$ cat src/rtl/rr_stream_arbiter.sv
// rr_stream_arbiter: round-robin arbiter sharing one valid/ready sink port
// among NUM_REQ stream masters. Each grant lasts up to MAX_BURST accepted
// beats or until the owner drops valid. One IDLE cycle separates tenures.
module rr_stream_arbiter #(
    parameter int NUM_REQ   = 4,
    parameter int MAX_BURST = 8,
    parameter int DATA_W    = 32
) (
    input  logic                          clk,
    input  logic                          rst,
    input  logic [NUM_REQ-1:0]            req_valid,
    input  logic [NUM_REQ*DATA_W-1:0]     req_data,
    output logic [NUM_REQ-1:0]            req_ready,
    output logic [DATA_W-1:0]             m_data,
    output logic                          m_valid,
    input  logic                          m_ready,
    output logic [$clog2(NUM_REQ)-1:0]    grant_idx,
    output logic                          grant_busy
);

    localparam int IDX_W = $clog2(NUM_REQ);
    localparam int CNT_W = $clog2(MAX_BURST + 1);

    typedef enum logic {IDLE = 1'b0, BUSY = 1'b1} state_t;

    state_t             state;
    logic [IDX_W-1:0]   last_idx;
    logic [CNT_W-1:0]   beat_cnt;

    logic [DATA_W-1:0]  req_words [NUM_REQ];
    logic               owner_valid;
    logic               accept;
    logic               last_beat;
    logic               release_now;
    logic               pick_found;
    logic [IDX_W-1:0]   pick_idx;

    // Split the flattened data bus into one word per requester.
    always_comb begin
        for (int i = 0; i < NUM_REQ; i++) begin
            req_words[i] = req_data[i*DATA_W +: DATA_W];
        end
    end

    // Circular priority search starting just after the previous owner.
    // Scanning from the farthest position down lets the nearest valid
    // requester overwrite the result, so the closest one wins.
    always_comb begin
        logic [IDX_W-1:0] cand;
        pick_found = 1'b0;
        pick_idx   = '0;
        cand       = '0;
        for (int k = NUM_REQ; k >= 1; k--) begin
            cand = IDX_W'((int'(last_idx) + k) % NUM_REQ);
            if (req_valid[cand]) begin
                pick_found = 1'b1;
                pick_idx   = cand;
            end
        end
    end

    // Sink-side mux and ready steering; outputs are quiet in IDLE and while
    // reset is held, so a beat presented during reset is never accepted.
    always_comb begin
        m_valid   = 1'b0;
        m_data    = '0;
        req_ready = '0;
        if (state == BUSY && !rst) begin
            m_valid              = owner_valid;
            m_data               = req_words[grant_idx];
            req_ready[grant_idx] = m_ready;
        end
    end

    // Tenure end: burst limit reached on an accepted beat, or owner went idle.
    always_comb begin
        owner_valid = req_valid[grant_idx];
        accept      = m_valid & m_ready;
        last_beat   = (beat_cnt == CNT_W'(MAX_BURST - 1));
        release_now = (state == BUSY) & ((accept & last_beat) | ~owner_valid);
    end

    // Grant FSM: IDLE picks the next owner, BUSY counts beats until release.
    always_ff @(posedge clk) begin
        if (rst) begin
            state      <= IDLE;
            grant_busy <= 1'b0;
            grant_idx  <= '0;
            last_idx   <= IDX_W'(NUM_REQ - 1);
            beat_cnt   <= '0;
        end else begin
            case (state)
                IDLE: begin
                    if (pick_found) begin
                        grant_idx  <= pick_idx;
                        beat_cnt   <= '0;
                        state      <= BUSY;
                        grant_busy <= 1'b1;
                    end
                end
                BUSY: begin
                    if (release_now) begin
                        last_idx   <= grant_idx;
                        state      <= IDLE;
                        grant_busy <= 1'b0;
                    end else if (accept) begin
                        beat_cnt <= beat_cnt + CNT_W'(1);
                    end
                end
                default: begin
                    state      <= IDLE;
                    grant_busy <= 1'b0;
                end
            endcase
        end
    end

endmodule

$ cat config.mk
export PLATFORM = sky130hd
export DESIGN_NAME = rr_stream_arbiter
export DESIGN_NICKNAME = d
export VERILOG_FILES = /design/src/rtl/rr_stream_arbiter.sv
export SDC_FILE = /design/constraint.sdc
export NUM_CORES = 1
export LEC_CHECK = 0
export CELL_PAD_IN_SITES_DETAIL_PLACEMENT = 0
export CELL_PAD_IN_SITES_GLOBAL_PLACEMENT = 1
export CORE_ASPECT_RATIO = 2
export CORE_UTILIZATION = 20
export DETAILED_ROUTE_END_ITERATION = 8
export PLACE_DENSITY = 0.93
export SYNTH_ARGS = -nofsm -noshare
export SYNTH_HDL_FRONTEND = slang
export SYNTH_SLANG_ARGS = --single-unit
$ cat constraint.sdc
create_clock -name clk -period 3.92 [get_ports clk]
set_clock_uncertainty 0.1 [all_clocks]
set_input_delay 0.392 -clock clk [delete_from_list [all_inputs] [get_ports clk]]
set_output_delay 0.392 -clock clk [all_outputs]
set_load 0.02 [all_outputs]
## Yosys cells after proc, flatten, opt, wreduce, memory -nomap -nowiden

Cells that the tools add are included.
W data, S select, Z words.

- Register bits: 10
- Output and inout port bits: 40

- Add/subtract/negate cells: 5
- Bitwise operators: 8
- Muxes and demuxes: 36
- Order comparisons: 7
- Reduce and logical (&&, ||, !) cells: 7
- Equal/unequal tests: 5

Operators by type and width:

| operator | count |
|---|---|
| $mux W32 | 3 |
| $bmux W32 S2 | 1 |
| $mux W4 | 4 |
| $lt A2 B3 Y1 const B | 5 |
| $mux W1 | 15 |
| $bmux W1 S2 | 5 |
| $mux W2 | 4 |
| $pmux W4 S2 | 1 |
| $reduce_and A2 Y1 | 3 |
| $add A2 B1 Y2 const B | 2 |
| $add A2 B2 Y2 const B | 2 |
| $add A4 B1 Y4 const B | 1 |
| $and A4 B4 Y4 | 1 |
| $eq A4 B3 Y1 const B | 1 |
| $ne A2 B1 Y1 const B | 2 |
| $ne A2 B2 Y1 const B | 2 |
| $pmux W1 S2 | 2 |
| $and A1 B1 Y1 | 3 |
| $ge A3 B3 Y1 const B | 1 |
| $not A2 Y3 | 1 |
| $reduce_and A3 Y1 | 1 |
| $demux W1 S2 | 1 |
| $ge A2 B1 Y1 const B | 1 |
| $logic_and A1 B1 Y1 | 2 |
| 3 further kinds | 4 |

## Logic depth before layout (Yosys ltp)

- Word-level depth: 9
- Mapped depth: 5

## Worst setup path after synthesis

OpenSTA, ideal clock, no wires.

- Path type: register to output
- Start: reg grant_idx[0]
- End: out m_data[12]
- Slack: 1.764 ns
- Cell stages (with the launch flop): 5
- Arrival: 1.664 ns
- Cells stage by stage: dfxtp_1 > buf_4 > buf_6 > mux4_2 > and2_1

- Cells in the longest elaborated chain, start to end: 5

RTL lines:

| what | RTL line | text |
|---|---|---|
| from (decl) | 17 | `output logic [$clog2(NUM_REQ)-1:0] grant_idx,` |
| from (signal assigned) | 95 | `grant_idx <= pick_idx;` |
| $not A2 Y3 (implied by the code) | 70 | `m_data = req_words[grant_idx];` |
| $bmux W32 S2 | 70 |  |
| $mux W32 (implied by the code) (2 in series) | 70 |  |
| $mux W32 | 68 | `if (state == BUSY && !rst) begin` |
| to (decl) | 14 | `output logic [DATA_W-1:0] m_data,` |

Every way passes these cells. The select of a mux whose other input is x is not followed.

## Worst setup path after layout

- Start: reg grant_idx[0]
- End: out m_data[13]

Same word-level chain as after synthesis.

==> results.cfg <==
[yosys]
seq_area_frac_synth_pct = 12.5
synth_area_sq_um = 1600
postSynthCellCount = 150
async_flop_share_pct = 0
syn-num-nets = 286
ys_types = 37
synth_edf_count = 0
syn_avg_cell_area_sq_um = 10.7
ys_ff_latch = 10
synth_ff_type = dfxtp_1
yosysWarnings = 0

[min_path]
hold_class = reg -> reg

[detailed_routing]
vias = 2009
drt-initial-drc-count = 48
via_per_inst = 4.86
drt_pre_antenna_iters = 4
ant_nets = 0
avgRoutedWirePerCell_um = 17.8
drt-total-wl_mm = 7.36
drc = 0

[final_layout]
fin_util_pct = 45.8
final_nets = 457
drive_gt1_share_pct = 14.4
fillerInstances = 754
area_growth_syn_to_layout_pct = 119
antenna_cells = 0

[clock_tree]
cts_resized = 0
clock_latency_ns = 0.24
clk_pin_slew_ns = 0.04
numCtsBuffers = 3
cts_root_buf = clkbuf_16
h-tree-depth = 1
cts_hold_buffers = 0
cts_buffer_depth = 2
cts_tree = done
cts.sinks = 10
postCtsSetupRepairBufs = 0

[timing]
rsz0062_at_grt = no
final_max_slew_viol_count = 0
tightest_slew_ns = 0.872
fin_crit_sh_pct = 78.8
fin_tns_setup_ns = 0
finalSetupViolCount = 0
hold_viol = 0
timing.slew.headroom_pct = 41.9
min_period_ns = 3.09
max_freq_mhz = 324

[placement]
hpwl_mm = 6.12
place_congestion = 0.761
io_buffers = 174

[power_and_ir_drop]
vdd_drop_max_mv = 0.271
p_leak_nw = 1.23
power_density_nw_per_um2 = 202

[die]
die_w_um = 65.2
io_pins = 175
rows = 45
core_area_sq_um = 7660
die_y_um = 128
die_area_sq_um = 8380
start_util_pct = 20.9

[worst_setup_path]
crit_path_end_kind = output port
critical_path_class = reg -> out
cp-start-kind = flop
path_max_fanout = 20
arrival_ns = 2.60
critPathRequiredTime_ns = 3.43

[global_route]
grt_pass1_vias = 2106
antenna_found_initial = 0
grt_max_degree = 36
grt_overflow = 0
grt_pass1_wl_mm = 10.7
grt_use_total_pct = 16.6

[flow_run]
drv_cap = 0

[outcome]
outcome = finished clean
[cell usage after synthesis (2+ instances only)]
cell      number  share of area [%]
buf_2          4                1.3
a21oi_1        3               0.94
mux2i_1        2                1.3
mux4_2        33                 46
and3_1         2               0.78
dfxtp_1       10                 13
clkbuf_1       5                1.2
nand3b_1       3                1.4
nand2_1        4               0.94
nand3_1        6                1.9
nor2b_1        2               0.78
nor3_1         2               0.63
and2_1        34                 13
inv_1          6                1.4
o22ai_1        2               0.78
nor2_1         5                1.2
nand2b_1       3                1.2
o21ai_0        5                1.6
[worst paths after layout]
check                from          end  slack [ns]  cells after the start
min           beat_cnt[1]  beat_cnt[1]        0.41                      2
min reg2reg   beat_cnt[1]  beat_cnt[1]        0.41                      2
max          grant_idx[0]   m_data[13]        0.83                      4
max reg2reg  grant_idx[1]  beat_cnt[2]        1.81                      4
[layout make-up]
type | instances | area, sq um | area share, %
sequential | 10 | 203 | 5.78
multi-input combinational | 122 | 1320 | 37.6
inverter | 6 | 22.5 | 0.642
timing repair buffer | 178 | 1770 | 50.5
tap | 94 | 118 | 3.35
clock buffer | 3 | 75.1 | 2.14
[worst max-delay path, stage by stage (launching register included)]
cell	delay, ns
dfxtp_2	0.67
buf_4	0.40
mux4_2	0.58
and2_1	0.17
clkdlybuf4s50_1	0.52
[where the power goes]
group	switching (mW)	total [mW]	internal, mW
Clock	0.0465	0.179	0.132
Sequential	0.0293	0.139	0.110
Combinational	0.124	0.391	0.267
Total	0.200	0.709	0.509
[cell families after synthesis]
logic type,synth area share (%)
compound gates,8.53
fa+ha+maj,0.782
buf+inv,5.24
flops,12.5
mux,47.7
simple gates,25.2
[layout by cell type (no fill, tap or decap), types with 2 or more instances in the layout]
master / synthesis / final
mux2i_1: 2 / 2
buf_4: 1 / 4
clkbuf_16: 0 / 3
nand3b_1: 3 / 3
nor3_1: 2 / 2
nor2_1: 5 / 5
o22ai_1: 2 / 2
dfxtp_1: 10 / 8
inv_1: 6 / 6
dfxtp_2: 0 / 2
clkdlybuf4s50_1: 0 / 174
a21oi_1: 3 / 3
o21ai_0: 5 / 5
nand2_1: 4 / 4
and2_1: 34 / 34
nand3_1: 6 / 6
and3_1: 2 / 2
nand2b_1: 3 / 3
mux4_2: 33 / 33
[sequential cells by signal (all words and copies together), names as in the netlist]
signal,cells
state,1
beat_cnt,4
grant_idx,2
last_idx,2
grant_busy,1
[metal layers]
layer,global-route usage [%],vias up,share of wire (%)
met5,0,-,0
met4,3.84,0,1.6
met3,4.79,10,9.9
met2,32.8,128,54
met1,16.3,940,34
li1,-,931,-
[stage by stage]
step	hold WS (ns)	instances	cell area, sq um	worst slack [ns]	power [mW]
detailed placement	0.404	410	3430	1.00	0.535
CTS	0.411	413	3510	0.756	0.715
global placement	0.382	410	3430	1.05	0.525
global route	0.438	413	3510	0.691	0.741
floorplan	0.360	150	1600	1.76	0.318
finish	0.411	413	3510	0.829	0.709
Note: power is estimated with default switching activity, not from simulation.
==> RTL edit (same settings) <==
The parameter `MAX_BURST` goes from 8 to 16.
--- a/src/rtl/rr_stream_arbiter.sv
+++ b/src/rtl/rr_stream_arbiter.sv
@@ -4,5 +4,5 @@
 module rr_stream_arbiter #(
     parameter int NUM_REQ   = 4,
-    parameter int MAX_BURST = 8,
+    parameter int MAX_BURST = 16,
     parameter int DATA_W    = 32
 ) (
Formal check against the unedited RTL: not equivalent (Yosys sat finds a counterexample within 10 cycles, from zero or initial values and one cycle with rst high).
==> RTL edit against the unedited design <==
Power is 3.4% higher; sequential cell count is 1 higher; synthesized area is 3.8% higher; count of clock-buffer cells in the layout is 1 higher; largest cell class unchanged; final area is 1.6% higher; wire length is 0.92% lower; synthesized cell count is 3.3% higher; setup slack better by 81 ps; critical endpoint is now m_data[12]; clock power is 4% higher; die area is 3.7% higher.
==> RTL edit: results <==
[logic_synthesis]
yosys_warnings = 0
netlist_top_cells_area = mux4_2 (45%), dfxtp_1 (13%), and2_1 (13%), nand3_1 (3.0%), mux2i_1 (1.8%)
yosysUniqueCellTypes = 35
avgSynthCellArea_um2 = 10.70
ys_seq_area_share_pct = 13.27
ys_top_cells_by_count = and2_1 (34), mux4_2 (33), dfxtp_1 (11)
syn_nets = 292

[place]
place.gp.congestion = 0.8867
hpwl_mm = 6.311
dpl-instance-area_um2 = 3483
dp_cells = 414

[clock_tree]
post_cts.repair.setup_buffers = 0
numCtsBuffers = 3

[drt]
routed-wl-met2_mm = 3.928
wl_met3_um = 889
viasPerCell = 4.785
met1_length_mm = 2.290
drt_iter0_markers = 38
routedWlPerCell_um = 17.44

[timing]
slew_headroom_pct = 36.90

[cells_and_area]
biggestRegsByFlops = beat_cnt (5), grant_idx (2), last_idx (2)
drive_gt1_share_pct = 13.35
final_cells = 418
fin_nets = 460

[power]
ir_worst_vdd_uv = 197.7

[grt]
grt_pass1_vias = 2123
grt_pass1_wl_mm = 10.53
antenna_found_initial = 0
grt.total_usage_pct = 16.30

[worst_setup_path]
cp.arrival_ps = 2520
cp_max_fo = 19

[run_status]
status = complete, no violations
## RTL edit: cell count changes in the layout (fill, tap and decap cells not counted), sizes merged, moves of 2 or more
cell | before | now
o31ai | 0 | 2
a21boi | 0 | 2
nand3 | 6 | 10
a21oi | 3 | 1
nand3b | 3 | 0
a311o | 0 | 2
## RTL edit: layout make-up
cell class | count | area (um2)
Sequential cell | 11 | 222.7
Timing Repair Buffer | 177 | 1777
Multi-Input combinational cell | 125 | 1345
Inverter | 5 | 18.77
Tap cell | 96 | 120.1
Clock buffer | 4 | 78.83
Fill cell | 776 | 4438
## RTL edit: layer usage
metal,track usage (%),up-vias
li1,-,945
met1,14.99,916
met2,31.33,127
met3,6.424,12
met4,5.507,0
met5,0,-
## RTL edit: logic make-up after synthesis
family	after synthesis	synth area share, %
flip-flops	11	13.27
buffers and inverters	19	5.807
AND/OR/NAND/NOR	66	23.61
multiplexers	36	46.61
AO/OA/AOI/OAI	21	9.201
adder cells (fa/ha/maj)	2	1.508
## RTL edit: worst paths after layout
path | start | endpoint | slack [ps] | depth (start not counted)
worst max-delay path | grant_idx[0]$_SDFFE_PP0P_ | m_data[12] | 910 | 4
worst min-delay path | beat_cnt[4]$_SDFFE_PP0P_ | beat_cnt[4]$_SDFFE_PP0P_ | 380 | 2
worst max register to register | grant_idx[1]$_SDFFE_PP0P_ | beat_cnt[3]$_SDFFE_PP0P_ | 1730 | 4
worst min register to register | beat_cnt[4]$_SDFFE_PP0P_ | beat_cnt[4]$_SDFFE_PP0P_ | 380 | 2
## RTL edit: worst max-delay path, stage by stage (launching register included)
cell             delay (ps)
dfxtp_2                 710
buf_4                   320
mux4_2                  520
and2_1                  170
clkdlybuf4s50_1         550
## RTL edit: where the power goes
group / switching [mW] / total, mW / internal (mW) / leakage (nW)
Sequential: 0.0315 / 0.152 / 0.120 / 0.0909
Clock: 0.0507 / 0.187 / 0.137 / 0.0382
Combinational: 0.125 / 0.394 / 0.269 / 1.12
Total: 0.207 / 0.733 / 0.526 / 1.25
